File: config.mk
export PLATFORM = sky130hd
export DESIGN_NAME = adc_xy_fb_sched
export DESIGN_NICKNAME = d
export VERILOG_FILES = /design/src/rtl/fb_pkg.sv /design/src/rtl/fb_clear_seq.sv /design/src/rtl/adc_xy_fb_sched.sv
export SDC_FILE = /design/constraint.sdc
export NUM_CORES = 1
export LEC_CHECK = 0
export CAP_MARGIN = 20
export CORE_ASPECT_RATIO = 0.7
export CORE_UTILIZATION = 40
export DETAILED_ROUTE_END_ITERATION = 8
export PLACE_DENSITY = 0.72
export SYNTH_ARGS = -nofsm -noshare
export SYNTH_HDL_FRONTEND = slang
export SYNTH_HIERARCHICAL = 1
export SYNTH_SLANG_ARGS = --single-unit
File: constraint.sdc
create_clock -name clk -period 3.45 [get_ports clk]
set_input_delay 0.8625 -clock clk [delete_from_list [all_inputs] [get_ports clk]]
set_output_delay 0.8625 -clock clk [all_outputs]
set_load 0.01 [all_outputs]
File: src/rtl/fb_pkg.sv
// Shared types and helpers for the triple-buffered ADC-XY framebuffer scheduler.
package fb_pkg;

  typedef logic [1:0] fb_idx_t;

  localparam int unsigned FB_WIDTH_DFLT  = 32'd640;
  localparam int unsigned FB_HEIGHT_DFLT = 32'd480;
  localparam int unsigned FB_PIXELS      = FB_WIDTH_DFLT * FB_HEIGHT_DFLT;

  typedef enum logic [0:0] {
    FB_CLEAR = 1'b0,
    FB_WRITE = 1'b1
  } fb_state_e;

  // Buffers are packed back to back, so a buffer's base is its index times its size.
  function automatic logic [31:0] fb_base(input fb_idx_t idx, input int unsigned pixels);
    return 32'(idx) * pixels;
  endfunction

endpackage

File: src/rtl/fb_clear_seq.sv
// Walks one framebuffer's address range issuing clear writes over a valid/ready stream.
module fb_clear_seq
  import fb_pkg::*;
#(
  parameter int unsigned ADDR_W = 32'd20,
  parameter int unsigned PIXELS = FB_PIXELS
) (
  input  logic              clk,
  input  logic              reset,
  input  logic              start_i,
  input  logic [ADDR_W-1:0] base_i,
  input  logic              ready_i,
  output logic              valid_o,
  output logic [ADDR_W-1:0] addr_o,
  output logic              done_o
);

  logic              valid_q, valid_d;
  logic [ADDR_W-1:0] addr_q, addr_d;
  logic [ADDR_W-1:0] last_q, last_d;
  logic              hs;

  always_comb begin
    valid_d = valid_q;
    addr_d  = addr_q;
    last_d  = last_q;
    done_o  = 1'b0;
    hs      = valid_q && ready_i;
    if (start_i) begin
      valid_d = 1'b1;
      addr_d  = base_i;
      last_d  = base_i + ADDR_W'(PIXELS - 32'd1);
    end else if (hs) begin
      // Final accepted write closes the range; the address is left on the last word.
      if (addr_q == last_q) begin
        valid_d = 1'b0;
        done_o  = 1'b1;
      end else begin
        addr_d = addr_q + ADDR_W'(1);
      end
    end else begin
      valid_d = valid_q;
    end
  end

  always_ff @(posedge clk) begin
    if (!reset) begin
      valid_q <= 1'b0;
      addr_q  <= {ADDR_W{1'b0}};
      last_q  <= ADDR_W'(PIXELS - 32'd1);
    end else begin
      valid_q <= valid_d;
      addr_q  <= addr_d;
      last_q  <= last_d;
    end
  end

  assign valid_o = valid_q;
  assign addr_o  = addr_q;

endmodule

File: src/rtl/adc_xy_fb_sched.sv
// Triple-buffer scheduler: rotates write/display/pending buffers and clears each new write buffer.
module adc_xy_fb_sched
  import fb_pkg::*;
#(
  parameter int unsigned FB_WIDTH       = FB_WIDTH_DFLT,
  parameter int unsigned FB_HEIGHT      = FB_HEIGHT_DFLT,
  parameter int unsigned AXI_ADDR_WIDTH = 32'd20,
  parameter int unsigned CNT_BITS       = 32'd16
) (
  input  logic                      clk,
  input  logic                      reset,
  input  logic                      wr_frame_done,
  input  logic                      rd_frame_start,
  output logic                      clr_valid,
  input  logic                      clr_ready,
  output logic [AXI_ADDR_WIDTH-1:0] clr_addr,
  output logic                      wr_en,
  output logic [AXI_ADDR_WIDTH-1:0] wr_base,
  output logic [AXI_ADDR_WIDTH-1:0] rd_base,
  output logic                      pend_valid,
  output logic [CNT_BITS-1:0]       frames_dropped
);

  localparam int unsigned PIXELS = FB_WIDTH * FB_HEIGHT;

  function automatic logic [AXI_ADDR_WIDTH-1:0] base_of(input fb_idx_t idx);
    return AXI_ADDR_WIDTH'(fb_base(idx, PIXELS));
  endfunction

  fb_state_e                 state_q, state_d;
  fb_idx_t                   w_q, w_d, r_q, r_d, p_q, p_d;
  logic                      pend_q, pend_d;
  logic [CNT_BITS-1:0]       drop_q, drop_d;
  logic                      wr_en_q;
  logic [AXI_ADDR_WIDTH-1:0] wr_base_q, rd_base_q;
  logic                      kick_q;
  logic                      wr_evt, rd_evt, clr_start, clr_done;
  logic [AXI_ADDR_WIDTH-1:0] clr_base;

  always_comb begin
    wr_evt = wr_frame_done && (state_q == FB_WRITE);
    rd_evt = rd_frame_start;
    w_d    = w_q;
    r_d    = r_q;
    p_d    = p_q;
    pend_d = pend_q;
    case ({wr_evt, rd_evt})
      2'b11: begin
        r_d    = w_q;
        w_d    = p_q;
        p_d    = r_q;
        pend_d = 1'b0;
      end
      2'b10: begin
        w_d    = p_q;
        p_d    = w_q;
        pend_d = 1'b1;
      end
      2'b01: begin
        // Without a pending frame the reader simply redisplays its current buffer.
        if (pend_q) begin
          r_d    = p_q;
          p_d    = r_q;
          pend_d = 1'b0;
        end else begin
          pend_d = pend_q;
        end
      end
      default: begin
        pend_d = pend_q;
      end
    endcase
    if (wr_evt && pend_q && (drop_q != {CNT_BITS{1'b1}})) begin
      drop_d = drop_q + CNT_BITS'(1);
    end else begin
      drop_d = drop_q;
    end
    clr_start = kick_q | wr_evt;
    clr_base  = base_of(w_d);
  end

  always_comb begin
    state_d = state_q;
    case (state_q)
      FB_CLEAR: begin
        if (clr_done) state_d = FB_WRITE;
        else          state_d = FB_CLEAR;
      end
      FB_WRITE: begin
        if (wr_evt) state_d = FB_CLEAR;
        else        state_d = FB_WRITE;
      end
      default: state_d = FB_CLEAR;
    endcase
  end

  always_ff @(posedge clk) begin
    if (!reset) begin
      state_q   <= FB_CLEAR;
      w_q       <= 2'd0;
      r_q       <= 2'd1;
      p_q       <= 2'd2;
      pend_q    <= 1'b0;
      drop_q    <= {CNT_BITS{1'b0}};
      wr_en_q   <= 1'b0;
      wr_base_q <= base_of(2'd0);
      rd_base_q <= base_of(2'd1);
      kick_q    <= 1'b1;
    end else begin
      state_q   <= state_d;
      w_q       <= w_d;
      r_q       <= r_d;
      p_q       <= p_d;
      pend_q    <= pend_d;
      drop_q    <= drop_d;
      wr_en_q   <= (state_d == FB_WRITE);
      wr_base_q <= base_of(w_d);
      rd_base_q <= base_of(r_d);
      kick_q    <= 1'b0;
    end
  end

  fb_clear_seq #(
    .ADDR_W (AXI_ADDR_WIDTH),
    .PIXELS (PIXELS)
  ) u_clear (
    .clk     (clk),
    .reset   (reset),
    .start_i (clr_start),
    .base_i  (clr_base),
    .ready_i (clr_ready),
    .valid_o (clr_valid),
    .addr_o  (clr_addr),
    .done_o  (clr_done)
  );

  assign wr_en          = wr_en_q;
  assign wr_base        = wr_base_q;
  assign rd_base        = rd_base_q;
  assign pend_valid     = pend_q;
  assign frames_dropped = drop_q;

endmodule
; Yosys cells after proc, flatten, opt, wreduce, memory -nomap -nowiden
; Index checks and enable logic that the tools add are counted.
[totals]
elab_cells = 65
register_bits = 106
output_inout_bits = 79
[classes]
n_mul = 2
n_eq_ne = 7
n_reduce_logical = 15
muxes = 19
bitwise = 4
add_sub_neg = 3
[ops]
columns = operator, n
row1 = 2-to-1 mux 20 bit, 3
row2 = adder 20 x 1 -> 20 bit (second input constant), 1
row3 = adder 20 x 19 -> 20 bit (second input constant), 1
row4 = == test 20 bit, 1
row5 = adder 16 x 1 -> 16 bit (second input constant), 1
row6 = multiplier 2 x 7 -> 8 bit (second input constant), 2
row7 = inequality test 16 bit (second input constant), 1
row8 = 2-to-1 mux 1 bit, 9
row9 = AND reduction 2 bit, 4
row10 = 2-to-1 mux 2 bit, 3
row11 = case mux 2 bit (3 select lines), 1
row12 = nonzero test 2 bit, 3
row13 = OR reduction 2 bit, 3
row14 = == test 2 bit (second input constant), 2
row15 = logical AND 1 bit, 4
row16 = inequality test 2 bit (second input constant), 2
row17 = case mux 1 bit (2 select lines), 2
row18 = case mux 2 bit (2 select lines), 1
row19 = inverter 1 bit, 3
row20 = nonzero test 3 bit, 1
row21 = == test 2 x 1 -> 1 bit (second input constant), 1
row22 = bitwise OR 1 bit, 1

; Longest topological paths before layout
[depth]
ltp_word = 6
depth_mapped = 10

; By module
; Netlist, hierarchy kept.
[by_module_without_submodules]
columns = module, cells_per_inst, area_per_inst_um2, seq_area_each_um2, n_inst
row1 = fb_clear_seq, 373, 2854.0, 820.8, 1
row2 = adc_xy_fb_sched, 197, 1700.4, 660.6, 1

; Worst setup path after synthesis
; Ideal clock, no wire load.
[synth_path]
path_type = input -> register
start = input port wr_frame_done
end = register u_clear.last_q[17]
path_buffers = 0
arrival_time_ns = 2.748
setup_time_ns = 0.070
required_time_ns = 3.380
slack_ns = 0.632
cell_stages = 9
cell_sequence = nand2_1 mux2i_1 inv_1 nor2_1 o21ai_0 a41oi_1 o21ai_0 xor2_1 a21oi_1
[synth_via]
elab_chain_len = 6
elab_cells_between_ends = 8
classes_between = add/sub: 1 / mul: 1 / eq/ne: 2 / mux: 1 / bitwise: 1 / reduce/logical: 2
[synth_rtl]
columns = element, line_no
row1 = from (decl), adc_xy_fb_sched.sv:12  ; input logic wr_frame_done,
row2 = logical AND 1 bit (*), adc_xy_fb_sched.sv:41  ; wr_evt = wr_frame_done && (state_q == FB_WRITE);
row3 = == test 2 bit, adc_xy_fb_sched.sv:47  ; case ({wr_evt, rd_evt})
row4 = OR reduction 2 bit (no source line) (*), -
row5 = 2-to-1 mux 2 bit (*), adc_xy_fb_sched.sv:47
row6 = multiplier 2 x 7 -> 8 bit (*), fb_pkg.sv:17  ; return 32'(idx) * pixels;
row7 = named net clr_base[14], adc_xy_fb_sched.sv:38  ; logic [AXI_ADDR_WIDTH-1:0] clr_base;
row8 = adder 20 x 19 -> 20 bit (*), fb_clear_seq.sv:32  ; last_d = base_i + ADDR_W'(PIXELS - 32'd1);
row9 = to (signal assigned), fb_clear_seq.sv:50  ; last_q <= ADDR_W'(PIXELS - 32'd1);
row10 = to (signal assigned), fb_clear_seq.sv:54  ; last_q <= last_d;
row11 = to (decl), fb_clear_seq.sv:20  ; logic [ADDR_W-1:0] last_q, last_d;
; The timed path passes the listed nets; every way through them passes the cells marked *.
; A chain may end at the register's enable or synchronous reset.

; Final worst setup path
; Same ends and word-level chain as after synthesis.

==> impl_metrics.toml <==
[floorplan]
num_io_pins = 84
fp.dieH_um = 91.3
die_area_um2 = 11800
rows = 32
dieWidth_um = 130
start_util = 0.412
fp.coreArea_um2 = 11100

[power]
p_comb_frac = 0.090
p_seq_frac = 0.442
leakage_nw = 2.19
vdd_drop_max_mv = 0.223
internal_power_w = 0.00153
power_w = 0.00205
p_clk_frac = 0.468
pwr_density_cell_nw_per_um2 = 359
p_sw_frac = 0.253
power_switching_w = 0.000519

[worst_setup_path]
ff2ff_path_depth = 10
cp_max_fo = 6
r2r_slack_ns = 1.01
critPathRequiredTime_ns = 3.73
path_cells = "clkdlybuf4s50_1, nand2_1, buf_4, mux2i_1, ha_1, inv_1, o21ai_0, a41oi_1, o21ai_0, xor2_1, a21oi_1"
crit_type = "input pin to flop"
cp_slowest_cell = "clkdlybuf4s50_1"
worstReg2RegStart = "wr_en$_SDFF_PN0_"
start_kind = "input pin"
end_kind = "flop"
r2r-end = "u_clear/last_q[17]$_SDFFE_PN0P_"
critPathMaxStageDelay_ns = 0.48
crit_arrival_ns = 3.21
crit_top_cell = "o21ai_0"

[global_routing]
track_usage = 0.220
grt_pass1_vias = 3956
grt_max_degree = 48
grt_first_pass_wirelength_mm = 20.2
antenna_found_initial = 0
overflow = 0

[cts]
clock-sinks = 74
cts_resized = 0
clk_latency_ns = 0.34
cts.clk_slew.worst_paths_ns = 0.06
max-clock-path-buffers = 2
cts_setup_buffers = 0
cts_hold_buf = 0
tritoncts = "built"
htree_levels = 3
cts_buffers = 9
root_buffer = "clkbuf_16"

[detailed_routing]
dr.pass1.iters = 4
avgRoutedWirePerCell_um = 15.2
drc = 0
vias = 4546
ant_nets = 0
first_iter_violations = 445
viasPerCell = 5.47
totalWireLength_mm = 12.6

[sta]
hold_viol = 0
tns_ns = 0
rsz0062_at_grt = "false"
slew_violations = 0
max_slew_margin = 0.324
clock.fmax_mhz = 341
finalSetupViolCount = 0
period_minus_slack_ns = 2.93
tightest_slew_ns = 1.00
finalCritPeriodShare = 0.851
skew_ns = 0.00747

[hold_path]
hold_depth = 2
hp-start = "u_clear/last_q[18]$_SDFFE_PN1P_"
hp-class = "flop to flop"
hold_end = "u_clear/last_q[18]$_SDFFE_PN1P_"

[final_layout]
final_core_util = 0.517
antennaDiodeCount = 0
nFillCells = 1045
syn2layout_area_growth_pct = 25.5
nets = 683
layout-drive-gt1-share = 0.0767

[synthesis]
synth_edf_count = 0
synth_area_per_cell_um2 = 7.99
ys_ff_latch = 74
synth_cell_types = 63
synth_area_leader_cell = "dfxtp_1"
yosysWarnings = 6
seq_area_frac_synth = 0.325
syn_inst = 570
synth_top_cell_area_share = 0.325
synthTopCellsByArea = "dfxtp_1 33%, xor2_1 4.8%, buf_4 4.6%"
synthFlopType = "dfxtp_1"
async_reset_ff_frac = 0
syn_area_um2 = 4550

[run_status]
status = "complete, no violations"

[job]
drv_cap = 0

[placed_design]
gp_congestion = 0.886
port_buffers = 59
place_hpwl_mm = 8.96
## power by group through the flow
stage	registers, W	clock network, W	logic (W)
detailed placement	0.000926	0	0.000176
floorplan	0.000915	0	0.000150
global placement	0.000925	0	0.000174
global route	0.000911	0.00101	0.000205
finish	0.000908	0.000961	0.000185
CTS	0.000908	0.000976	0.000177
## worst max-delay path by stage
stage | from | to | cells after the start | slack (ns)
floorplan | wr_frame_done | u_clear/last_q[17]$_SDFFE_PN0P_ | 9 | 0.63
global route | wr_frame_done | u_clear/last_q[17]$_SDFFE_PN0P_ | 11 | 0.35
CTS | wr_frame_done | u_clear/last_q[17]$_SDFFE_PN0P_ | 11 | 0.55
finish | wr_frame_done | u_clear/last_q[17]$_SDFFE_PN0P_ | 11 | 0.52
global placement | wr_frame_done | u_clear/last_q[17]$_SDFFE_PN0P_ | 11 | 0.30
detailed placement | wr_frame_done | u_clear/last_q[17]$_SDFFE_PN0P_ | 11 | 0.21
## placed cells by master (no fill, tap or decap), types with 3 or more instances in the layout
| cell | instances |
|---|---|
| xnor2_1 | 8 |
| xor2_1 | 25 |
| dfxtp_1 | 74 |
| nor3_1 | 22 |
| and3_1 | 3 |
| inv_1 | 18 |
| or3_1 | 6 |
| buf_4 | 16 |
| nor2_1 | 34 |
| clkbuf_16 | 9 |
| mux2i_1 | 15 |
| or4_1 | 11 |
| conb_1 | 85 |
| nand2b_1 | 8 |
| a211oi_1 | 3 |
| ha_1 | 5 |
| a31oi_1 | 13 |
| nand2_1 | 54 |
| nor4_1 | 17 |
| and4_1 | 5 |
| o311a_1 | 3 |
| and2_1 | 13 |
| o21ai_0 | 31 |
| nand3_1 | 16 |
| clkdlybuf4s50_1 | 59 |
| a41oi_1 | 9 |
| or2_2 | 4 |
| a21oi_1 | 20 |
| nand4_1 | 17 |
| o211ai_1 | 13 |
| o41ai_1 | 6 |
| a31o_2 | 5 |
| o31ai_1 | 4 |
| a2bb2oi_1 | 3 |
## per-stage QoR
stage | worst slack, ns | instance area, µm² | hold WS (ns) | std cells
finish | 0.515 | 5710 | 0.492 | 831
global route | 0.349 | 5710 | 0.523 | 831
CTS | 0.550 | 5710 | 0.492 | 831
detailed placement | 0.213 | 5410 | 0.478 | 815
global placement | 0.298 | 5410 | 0.475 | 815
floorplan | 0.632 | 4870 | 0.458 | 654
## critical path, delay by kind of cell
| family | cells | cell delay [ns] |
|---|---|---|
| buf+inv | 3 | 0.85 |
| compound gates | 4 | 0.78 |
| fa+ha+maj | 1 | 0.27 |
| mux | 1 | 0.19 |
| xor+xnor | 1 | 0.16 |
| simple gates | 1 | 0.09 |
## kinds of logic (layout without fill, tap and decap cells)
kind of cell,after synthesis,after routing,synth area share
buffers and inverters,86,110,0.0959
flip-flops,74,74,0.325
adder cells (fa/ha/maj),5,5,0.0137
multiplexers,17,17,0.0379
other,1,85,0.000823
XOR/XNOR,33,33,0.0635
AO/OA/AOI/OAI,129,129,0.194
AND/OR/NAND/NOR,225,225,0.269
## metal layers
layer	vias to the layer above	GRT usage	routed length (µm)
li1	2199	-	-
met4	0	0.0717	157
met3	15	0.0566	1060
met5	-	0	0
met2	215	0.310	5310
met1	2117	0.322	6060
## synth_stat cells (all sizes together), types with 4 or more instances
cell	n
and4	5
nor3	22
or2	4
mux2i	15
nand3	17
dfxtp	74
xor2	25
o41ai	6
nor4	19
xnor2	8
buf	36
o21ai	31
nor2	34
a31o	5
nand4	18
ha	5
and2	14
or3	6
a31oi	13
a21oi	20
a41oi	9
nand2b	9
o211ai	13
nand2	54
inv	18
o31ai	4
or4	12
clkbuf	31
## area by class of cell
| class | instances | area (µm²) | share of cell area |
|---|---|---|---|
| clock buffer | 11 | 243 | 0.0425 |
| clock inverter | 5 | 62.6 | 0.0109 |
| inverter | 19 | 71.3 | 0.0125 |
| multi-input combinational | 494 | 2950 | 0.517 |
| sequential | 74 | 1480 | 0.259 |
| tap | 153 | 191 | 0.0335 |
| timing repair buffer | 75 | 711 | 0.124 |
## flip-flops by register name, indices dropped and copies added, names as in the netlist
| register | cells |
|---|---|
| wr_en | 1 |
| kick_q | 1 |
| u_clear/addr_o | 20 |
| w_q | 2 |
| wr_base | 4 |
| u_clear/valid_o | 1 |
| r_q | 2 |
| rd_base | 4 |
| pend_valid | 1 |
| p_q | 2 |
| frames_dropped | 16 |
| u_clear/last_q | 20 |
(Power assumes the default switching activity.)
